$ cat src/rtl/alu_seq.sv
// rtl/alu_seq.sv - execute-stage ALU: single-cycle logic/arith, iterative unsigned mul/div
module alu_seq #(
    parameter int DATA_WIDTH  = 32,
    parameter int CTRL_WIDTH  = 4,
    parameter int SHAMT_WIDTH = $clog2(DATA_WIDTH)
) (
    input  logic                  clk,
    input  logic                  rst,
    input  logic                  flush,
    input  logic                  in_valid,
    output logic                  in_ready,
    input  logic [DATA_WIDTH-1:0] ALUop1,
    input  logic [DATA_WIDTH-1:0] ALUop2,
    input  logic [CTRL_WIDTH-1:0] ALUctrl,
    output logic                  out_valid,
    output logic [DATA_WIDTH-1:0] ALUout,
    output logic                  EQ
);
    localparam int W  = DATA_WIDTH;
    localparam int CW = $clog2(DATA_WIDTH);

    localparam logic [CTRL_WIDTH-1:0] OP_ADD = 4'd0,  OP_SUB = 4'd1,  OP_AND = 4'd2,
                                      OP_OR  = 4'd3,  OP_XOR = 4'd4,  OP_SLT = 4'd5,
                                      OP_SLTU = 4'd6, OP_SLL = 4'd7,  OP_SRL = 4'd8,
                                      OP_SRA = 4'd9,  OP_MUL = 4'd10, OP_MULHU = 4'd11,
                                      OP_DIVU = 4'd12, OP_REMU = 4'd13;

    typedef enum logic {IDLE, BUSY} state_t;

    state_t             state_q, state_d;
    logic [CW-1:0]      cnt_q, cnt_d;
    logic [2*W-1:0]     acc_q, acc_d, step_acc;
    logic [W-1:0]       opnd_q, opnd_d;
    logic               is_div_q, is_div_d;
    logic               want_hi_q, want_hi_d;
    logic               eqp_q, eqp_d;
    logic [W-1:0]       out_q, out_d;
    logic               eq_q, eq_d;
    logic               ov_q, ov_d;

    logic [W-1:0]       fast_res;
    logic [SHAMT_WIDTH-1:0] shamt;
    logic               accept, slow_op;
    logic [W:0]         mul_sum, div_rem, div_diff;

    assign shamt   = ALUop2[SHAMT_WIDTH-1:0];
    assign accept  = in_valid && (state_q == IDLE) && !flush;
    assign slow_op = (ALUctrl == OP_MUL) || (ALUctrl == OP_MULHU) ||
                     (((ALUctrl == OP_DIVU) || (ALUctrl == OP_REMU)) && (|ALUop2));

    always_comb begin
        fast_res = '0;
        case (ALUctrl)
            OP_ADD:  fast_res = ALUop1 + ALUop2;
            OP_SUB:  fast_res = ALUop1 - ALUop2;
            OP_AND:  fast_res = ALUop1 & ALUop2;
            OP_OR:   fast_res = ALUop1 | ALUop2;
            OP_XOR:  fast_res = ALUop1 ^ ALUop2;
            OP_SLT:  fast_res = {{(W-1){1'b0}}, $signed(ALUop1) < $signed(ALUop2)};
            OP_SLTU: fast_res = {{(W-1){1'b0}}, ALUop1 < ALUop2};
            OP_SLL:  fast_res = ALUop1 << shamt;
            OP_SRL:  fast_res = ALUop1 >> shamt;
            OP_SRA:  fast_res = $signed(ALUop1) >>> shamt;
            OP_DIVU: fast_res = '1;        // only reached with a zero divisor
            OP_REMU: fast_res = ALUop1;
            default: fast_res = '0;
        endcase
    end

    // Multiply: acc = {partial, multiplier}, add on LSB then shift right.
    // Divide: acc = {remainder, dividend}, shift left then restoring subtract.
    always_comb begin
        mul_sum  = {1'b0, acc_q[2*W-1:W]} + (acc_q[0] ? {1'b0, opnd_q} : '0);
        div_rem  = acc_q[2*W-1:W-1];
        div_diff = div_rem - {1'b0, opnd_q};
        if (is_div_q) begin
            if (!div_diff[W])
                step_acc = {div_diff[W-1:0], acc_q[W-2:0], 1'b1};
            else
                step_acc = {div_rem[W-1:0], acc_q[W-2:0], 1'b0};
        end else begin
            step_acc = {mul_sum, acc_q[W-1:1]};
        end
    end

    always_comb begin
        state_d   = state_q;
        cnt_d     = cnt_q;
        acc_d     = acc_q;
        opnd_d    = opnd_q;
        is_div_d  = is_div_q;
        want_hi_d = want_hi_q;
        eqp_d     = eqp_q;
        out_d     = out_q;
        eq_d      = eq_q;
        ov_d      = 1'b0;
        case (state_q)
            IDLE: begin
                if (accept) begin
                    if (slow_op) begin
                        state_d   = BUSY;
                        cnt_d     = CW'(W - 1);
                        acc_d     = {{W{1'b0}}, ALUop1};
                        opnd_d    = ALUop2;
                        is_div_d  = ALUctrl[2];
                        want_hi_d = ALUctrl[0];
                        eqp_d     = (ALUop1 == ALUop2);
                    end else begin
                        out_d = fast_res;
                        eq_d  = (ALUop1 == ALUop2);
                        ov_d  = 1'b1;
                    end
                end
            end
            BUSY: begin
                acc_d = step_acc;
                if (cnt_q == '0) begin
                    state_d = IDLE;
                    out_d   = want_hi_q ? step_acc[2*W-1:W] : step_acc[W-1:0];
                    eq_d    = eqp_q;
                    ov_d    = 1'b1;
                end else begin
                    cnt_d = cnt_q - 1'b1;
                end
            end
            default: state_d = IDLE;
        endcase
        if (flush) begin
            state_d = IDLE;
            cnt_d   = '0;
            out_d   = out_q;
            eq_d    = eq_q;
            ov_d    = 1'b0;
        end
    end

    always_ff @(posedge clk) begin
        if (rst) begin
            state_q   <= IDLE;
            cnt_q     <= '0;
            acc_q     <= '0;
            opnd_q    <= '0;
            is_div_q  <= 1'b0;
            want_hi_q <= 1'b0;
            eqp_q     <= 1'b0;
            out_q     <= '0;
            eq_q      <= 1'b0;
            ov_q      <= 1'b0;
        end else begin
            state_q   <= state_d;
            cnt_q     <= cnt_d;
            acc_q     <= acc_d;
            opnd_q    <= opnd_d;
            is_div_q  <= is_div_d;
            want_hi_q <= want_hi_d;
            eqp_q     <= eqp_d;
            out_q     <= out_d;
            eq_q      <= eq_d;
            ov_q      <= ov_d;
        end
    end

    assign in_ready  = (state_q == IDLE);
    assign out_valid = ov_q;
    assign ALUout    = out_q;
    assign EQ        = eq_q;
endmodule
$ cat config.mk
export PLATFORM = sky130hd
export DESIGN_NAME = alu_seq
export DESIGN_NICKNAME = d
export VERILOG_FILES = /design/src/rtl/alu_seq.sv
export SDC_FILE = /design/constraint.sdc
export NUM_CORES = 1
export LEC_CHECK = 0
export ABC_CLOCK_PERIOD_IN_PS = 5860
export CELL_PAD_IN_SITES_DETAIL_PLACEMENT = 0
export CELL_PAD_IN_SITES_GLOBAL_PLACEMENT = 1
export CORE_AREA = 5 5 173 258
export CTS_BUF_LIST = sky130_fd_sc_hd__clkbuf_16
export CTS_CLUSTER_SIZE = 8
export DETAILED_ROUTE_END_ITERATION = 6
export DIE_AREA = 0 0 178 263
export PLACE_DENSITY = 0.82
export SLEW_MARGIN = 40
export SYNTH_ARGS = -nofsm -noshare
export SYNTH_HDL_FRONTEND = slang
export SYNTH_SLANG_ARGS = --single-unit
$ cat constraint.sdc
create_clock -name clk -period 5.86 [get_ports clk]
set_input_delay 1.172 -clock clk [delete_from_list [all_inputs] [get_ports clk]]
set_output_delay 1.172 -clock clk [all_outputs]
set_load 0.05 [all_outputs]
==> flow_summary.yaml, run 1 <==
run_status:
  status: "finished, final reports clean"
routing:
  dr_total_vias: 22600
  drtPass1Iterations: 7
  routed_wirelength_mm: 96.5
  drt_iter0_markers: 2243
  ant_nets: 0
  drc: 0
  vias_per_cell: 6.66
  routedWlPerCell_um: 28.5
timing:
  timing.clock.skew_ns: 0.0121
  fmax_mhz: 202
  fin_crit_ns: 4.95
  setup_tns_ns: 0
  hold_violations: 0
  tightest_slew_ns: 0.915
  setup_viol: 0
  maxSlewViolCount: 0
  max-slew-margin-rel_pct: 38.8
  period_share_pct: 84.5
  grt_setup_unrepaired: "no"
setup_path:
  crit_required_ns: 6.18
  rr_worst_depth: 15
  worstSetupPathType: "in -> reg"
  crit_arrival_ns: 5.27
  r2r_start: "acc_q[31]"
  cp_max_fo: 9
  reg2reg_to: "ALUout[31]"
  r2r_slack_ns: 1.11
  end_kind: "flop"
  start_kind: "input pin"
yosys:
  netlist_area_um2: 19200
  synth.avg_cell_area_um2: 6.95
  syn_inst: 2755
  synth_area_leaders: "dfxtp_1, ha_1, a21oi_1, nand2_1, o21ai_0"
  synth_top_area_share_pct: 14.5
  ys_ff_latch: 139
  yosysTopAreaCell: "dfxtp_1"
  synth_flop_cell: "dfxtp_1"
  synthTopCellsByCount: "a21oi_1, nand2_1, nor2_1"
  synth_seq_area_share_pct: 14.5
  yosysMostFrequentCell: "a21oi_1"
  yosysWarnings: 0
  synth-edff-count: 0
  async_reset_ff_share_pct: 0
  yosysUniqueCellTypes: 97
  synth_nets: 3001
finish:
  multi_input_area_um2: 15000
  utilization_pct: 51.7
  area_growth_pct: 13.3
  fin_nets: 3056
  register_area_um2: 2790
  fin_area_um2: 21700
  fillCellCount: 4233
  drive_gt1_share_pct: 9.46
floorplanning:
  io_pins: 107
  start_util_pct: 45.6
  die_area_um2: 46800
  die_h_um: 263
  core_um2: 42000
  num_rows: 92
  die_w_um: 178
placement:
  placed_cell_area_um2: 21100
  place_hpwl_mm: 76.6
  portBuffers: 106
  gp_congestion: 1.06
grt:
  globalRouteTotalUtil_pct: 39.6
  antenna_found_initial: 1
  gr-total-overflow: 0
  grt_max_degree: 74
  grt_pass1_wl_mm: 141
  grt_pass1_vias: 22100
clock_tree:
  ctsHoldBuffers: 0
  cts_tree: "built"
  cts_buffer_depth: 2
  post_cts_buffers: 0
  root_buffer: "clkbuf_16"
  worstSkewPairLatency_ns: 0.44
  cts-buffers-inserted: 17
  cts_sinks: 139
  clk_pin_slew_ns: 0.07
  htree_num_levels: 4
  cts_resized: 0
power:
  leakage_uw: 0.00898
  irDropWorstVdd_mv: 0.221
  total_power_uw: 3780
  cellPowerDensity_nw_per_um2: 174
min_path:
  min_path_cells: 2
  whs_endpoint: "eqp_q"
  hp-start: "eqp_q"
  hold_class: "reg -> reg"
run:
  maxCapViolCount: 0
==> layout by cell type (no fill, tap or decap), types with 20 or more instances in the layout <==
cell             count
nor2b_1             21
mux2_2              44
a21o_1              52
o21bai_1            20
inv_1              164
a31oi_1             33
nand3_1             50
xor2_1              29
xnor2_1             52
and2_1              36
dfxtp_1            137
a21oi_1            348
a22oi_1             46
a221oi_1            30
buf_4              121
nor4_1              20
nand2_1            333
mux2i_1             76
a211oi_1            37
o31ai_1             23
nor3_1              37
clkdlybuf4s50_1    100
ha_1               170
o211ai_1            40
nand2b_1            28
o21ai_0            192
nor2_1             237
==> flip-flops by register name, summed over array words and instances (netlist names) <==
signal and cells:
state_q 1, is_div_q 1, opnd_q 32, eqp_q 1
want_hi_q 1, ALUout 32, out_valid 1, cnt_q 5
EQ 1, acc_q 64
==> logic make-up (layout without fill, tap and decap cells) <==
| group | Yosys count | count (layout) | share of synthesized area [%] |
|---|---|---|---|
| and+or+nand+nor | 841 | 841 | 19.7 |
| buffers and inverters | 359 | 427 | 7.39 |
| DFF | 139 | 139 | 14.5 |
| AOI/OAI and AO/OA | 1025 | 1025 | 34.7 |
| xor gates and xnor gates | 81 | 81 | 3.70 |
| muxes | 136 | 136 | 8.44 |
| other | 0 | 1 | 0 |
| adders and majority gates | 174 | 174 | 11.5 |
==> worst max-delay path, stage by stage <==
cell	delay (ns)
clkdlybuf4s50_1	0.61
buf_4	0.23
inv_1	0.05
ha_1	0.37
a211o_1	0.28
a21oi_1	0.37
o211ai_1	0.27
o21a_1	0.27
a211o_1	0.33
a31oi_1	0.52
mux2i_1	0.19
xnor2_1	0.17
nor3_1	0.07
o32a_1	0.37
==> cell type report <==
cell class	instances	area share, %
multi-input combinational	2257	69.2
timing repair buffer	228	9.16
clock inverter	15	0.715
tap	564	3.25
antenna	1	0.0115
sequential	139	12.8
clock buffer	17	1.96
inverter	167	2.89
==> worst max-delay path by stage <==
stage	start	to	slack [ns]
floorplan	ALUop2[2]	ALUout[30]	1.08
global placement	ALUop1[1]	ALUout[21]	0.61
detailed placement	ALUop1[1]	ALUout[21]	0.56
CTS	ALUop1[3]	ALUout[30]	1.01
global route	ALUop1[3]	ALUout[30]	0.77
finish	ALUop1[1]	ALUout[21]	0.91
==> per-stage QoR <==
step / hold slack, ns / instances / worst slack, ns
2_1_floorplan: 0.436 / 2755 / 1.08
4_1_cts: 0.456 / 3387 / 1.01
3_5_place_dp: 0.447 / 3355 / 0.560
6_report: 0.455 / 3388 / 0.910
5_1_grt: 0.491 / 3388 / 0.769
3_3_place_gp: 0.442 / 3355 / 0.607
==> routing by layer <==
layer / global-route usage, % / vias to the layer above / part of all wire, %
met3: 5.07 / 360 / 7.4
met1: 45.4 / 10800 / 36
met5: 0 / - / 0
met2: 67.2 / 1265 / 48
met4: 27.6 / 0 / 8.7
li1: - / 10200 / -
==> report_power, final <==
part | leakage [µW] | internal, µW | switching (µW)
clock | 0.000285 | 600 | 482
sequential | 0.00113 | 975 | 32.5
combinational | 0.00757 | 580 | 1110
No activity file was read; power rests on OpenSTA's default activity.
==> inputs of run 2 (changes only) <==
ABC_CLOCK_PERIOD_IN_PS = 4240   (was 5860)
CORE_AREA = 5 5 183 273   (was 5 5 173 258)
DIE_AREA = 0 0 188 278   (was 0 0 178 263)
PLACE_DENSITY = 0.77   (was 0.82)
clock period = 4.24 ns   (was 5.86 ns; I/O delays follow)
==> run 2 against run 1 <==
  * Non-clock buffer count is 405 higher
  * Sequential power is 38% higher
  * Via count increased by 5.5%
  * Die area increased by 12%
  * Critical path type unchanged
  * Sequential share of layout area is 1.7 points lower
  * Cell count is 13% higher
  * Clock-buffer cell count is the same
  * Global-route usage shrank 2.2 points
  * Cell area up 15%
  * First-iteration DRC count up 2.0%
  * Sequential cell count unchanged
  * Total power grew 52%
==> flow_summary.yaml, run 2 (synthesized netlist as in run 1, its figures left out) <==
grt:
  use_met2_pct: 64.8
  grt_pass1_vias: 23800
  antenna_found_initial: 1
  grtUsageMet1_pct: 41.8
  grt-busiest-layer: "met2"
  grt_use_met3_pct: 2.84
  grt_pass1_wl_mm: 149
  grt_max_degree: 75
  globalRouteTotalUtil_pct: 37.3
  gr-total-overflow: 0
setup_path:
  start_kind: "input pin"
  crit_family: "compound AO/OA/AOI/OAI gates"
  cp_max_fo: 3
  crit_required_ns: 4.59
  cp_num_buf_inv: 5
  worstSetupPathType: "in -> reg"
  slowest_delay_ns: 0.46
  cp_slowest_cell: "clkdlybuf4s50_1"
  crit_arrival_ns: 4.52
  path_cells: "clkdlybuf4s50_1 > inv_1 > ha_1 > inv_1 > fa_1 > nor2b_1 > o221ai_2 > a31oi_4 > a2111o_1 > o21ai_0 > buf_4 > o21ai_0 > mux2i_1 > xnor2_1 > a2111oi_2 > buf_4 > or2_2 > a21oi_1"
  end_kind: "flop"
clock_tree:
  cts_sinks: 139
  htree_num_levels: 4
  worstSkewPairLatency_ns: 0.43
  post_cts_buffers: 0
  root_buffer: "clkbuf_16"
  cts_buffer_depth: 2
  cts-buffers-inserted: 17
  cts_tree: "built"
  clk_pin_slew_ns: 0.07
routing:
  drtPass1Iterations: 6
  routed_wirelength_mm: 103
  dr_total_vias: 23800
  routedWlPerCell_um: 26.8
  drc: 0
  vias_per_cell: 6.22
  drt_iter0_markers: 2287
  ant_nets: 0
timing:
  timing.clock.skew_ns: 0.0124
  maxSlewViolCount: 0
  setup_tns_ns: 0
  setup_viol: 0
  fmax_mhz: 240
  tightest_slew_ns: 0.819
  grt_setup_unrepaired: "yes"
  max-slew-margin-rel_pct: 45.4
  holdWs_ns: 0.460
  period_share_pct: 98.3
  hold_violations: 0
  fin_crit_ns: 4.17
  setup_ws_ns: 0.0733
power:
  total_power_uw: 5760
  leakage_uw: 0.0110
  irDropWorstVdd_mv: 0.208
  cellPowerDensity_nw_per_um2: 230
finish:
  drive_gt1_share_pct: 21.2
  regMostFlops: "acc_q"
  final_cell_mix: "buf_4, a21oi_1, nand2_1, nor2_1, o21ai_0"
  final_common_cell: "buf_4"
  fin_area_um2: 25000
  fin_nets: 3461
  area_growth_pct: 30.5
  largest_reg_flops: 64
min_path:
  hold_class: "reg -> reg"
floorplanning:
  num_rows: 98
  io_pins: 107
  die_h_um: 278
  die_w_um: 188
  core_um2: 47300
  die_area_um2: 52300
  start_util_pct: 40.5
placement:
  gp_congestion: 1.04
  portBuffers: 106
  place_hpwl_mm: 85.2
  place_ws_ns: -0.541
  placed_cell_area_um2: 24300
run_status:
  status: "finished, final reports clean"
run:
  maxCapViolCount: 0
==> run 2: metal layers <==
| metal | up-vias | wire length, µm | part of all wire [%] |
|---|---|---|---|
| met5 | - | 0 | 0 |
| met4 | 0 | 9940 | 9.7 |
| met3 | 354 | 5130 | 5.0 |
| met2 | 1115 | 49600 | 48 |
| met1 | 11400 | 38000 | 37 |
| li1 | 11000 | - | - |
==> run 2: area by class of cell <==
cell class	instances	area [µm²]
Tap cell	600	751
Clock inverter	15	174
Timing Repair Buffer	633	5120
Sequential cell	139	2790
Inverter	167	627
Multi-Input combinational cell	2257	15100
Fill cell	4714	22300
Clock buffer	17	425
Antenna cell	1	2.50
==> run 2: power by group <==
| group | internal, µW | leakage (µW) | switching (µW) |
|---|---|---|---|
| sequential | 1350 | 0.00113 | 43.5 |
| clock | 927 | 0.000293 | 634 |
| combinational | 1170 | 0.00958 | 1640 |
| total | 3440 | 0.0110 | 2320 |
==> run 2: worst paths after layout <==
path | from | to | slack (ns) | depth (start not counted)
setup / recovery | ALUop1[0] | ALUout[22] | 0.07 | 18
setup reg to reg | acc_q[0] | ALUout[31] | 0.17 | 16
hold / removal | eqp_q | eqp_q | 0.46 | 2
hold reg to reg | eqp_q | eqp_q | 0.46 | 2
==> run 2: timing repair <==
action | 4_1_cts | 5_1_grt
resized for setup | 2 | 20
pin swaps | 0 | 5
hold buffers | 0 | 0
endpoints found under the setup margin | 1 | 16
==> run 2: stage by stage <==
step,instances,utilization [%]
6_report,3829,52.8
5_1_grt,3828,52.8
4_1_cts,3827,52.5
3_5_place_dp,3795,51.3
3_3_place_gp,3795,51.2
2_1_floorplan,2755,-
==> run 2: worst min-delay path, stage by stage (launching register included) <==
cell     delay [ns]
dfxtp_1        0.31
nand2_1        0.05
a21oi_1        0.05
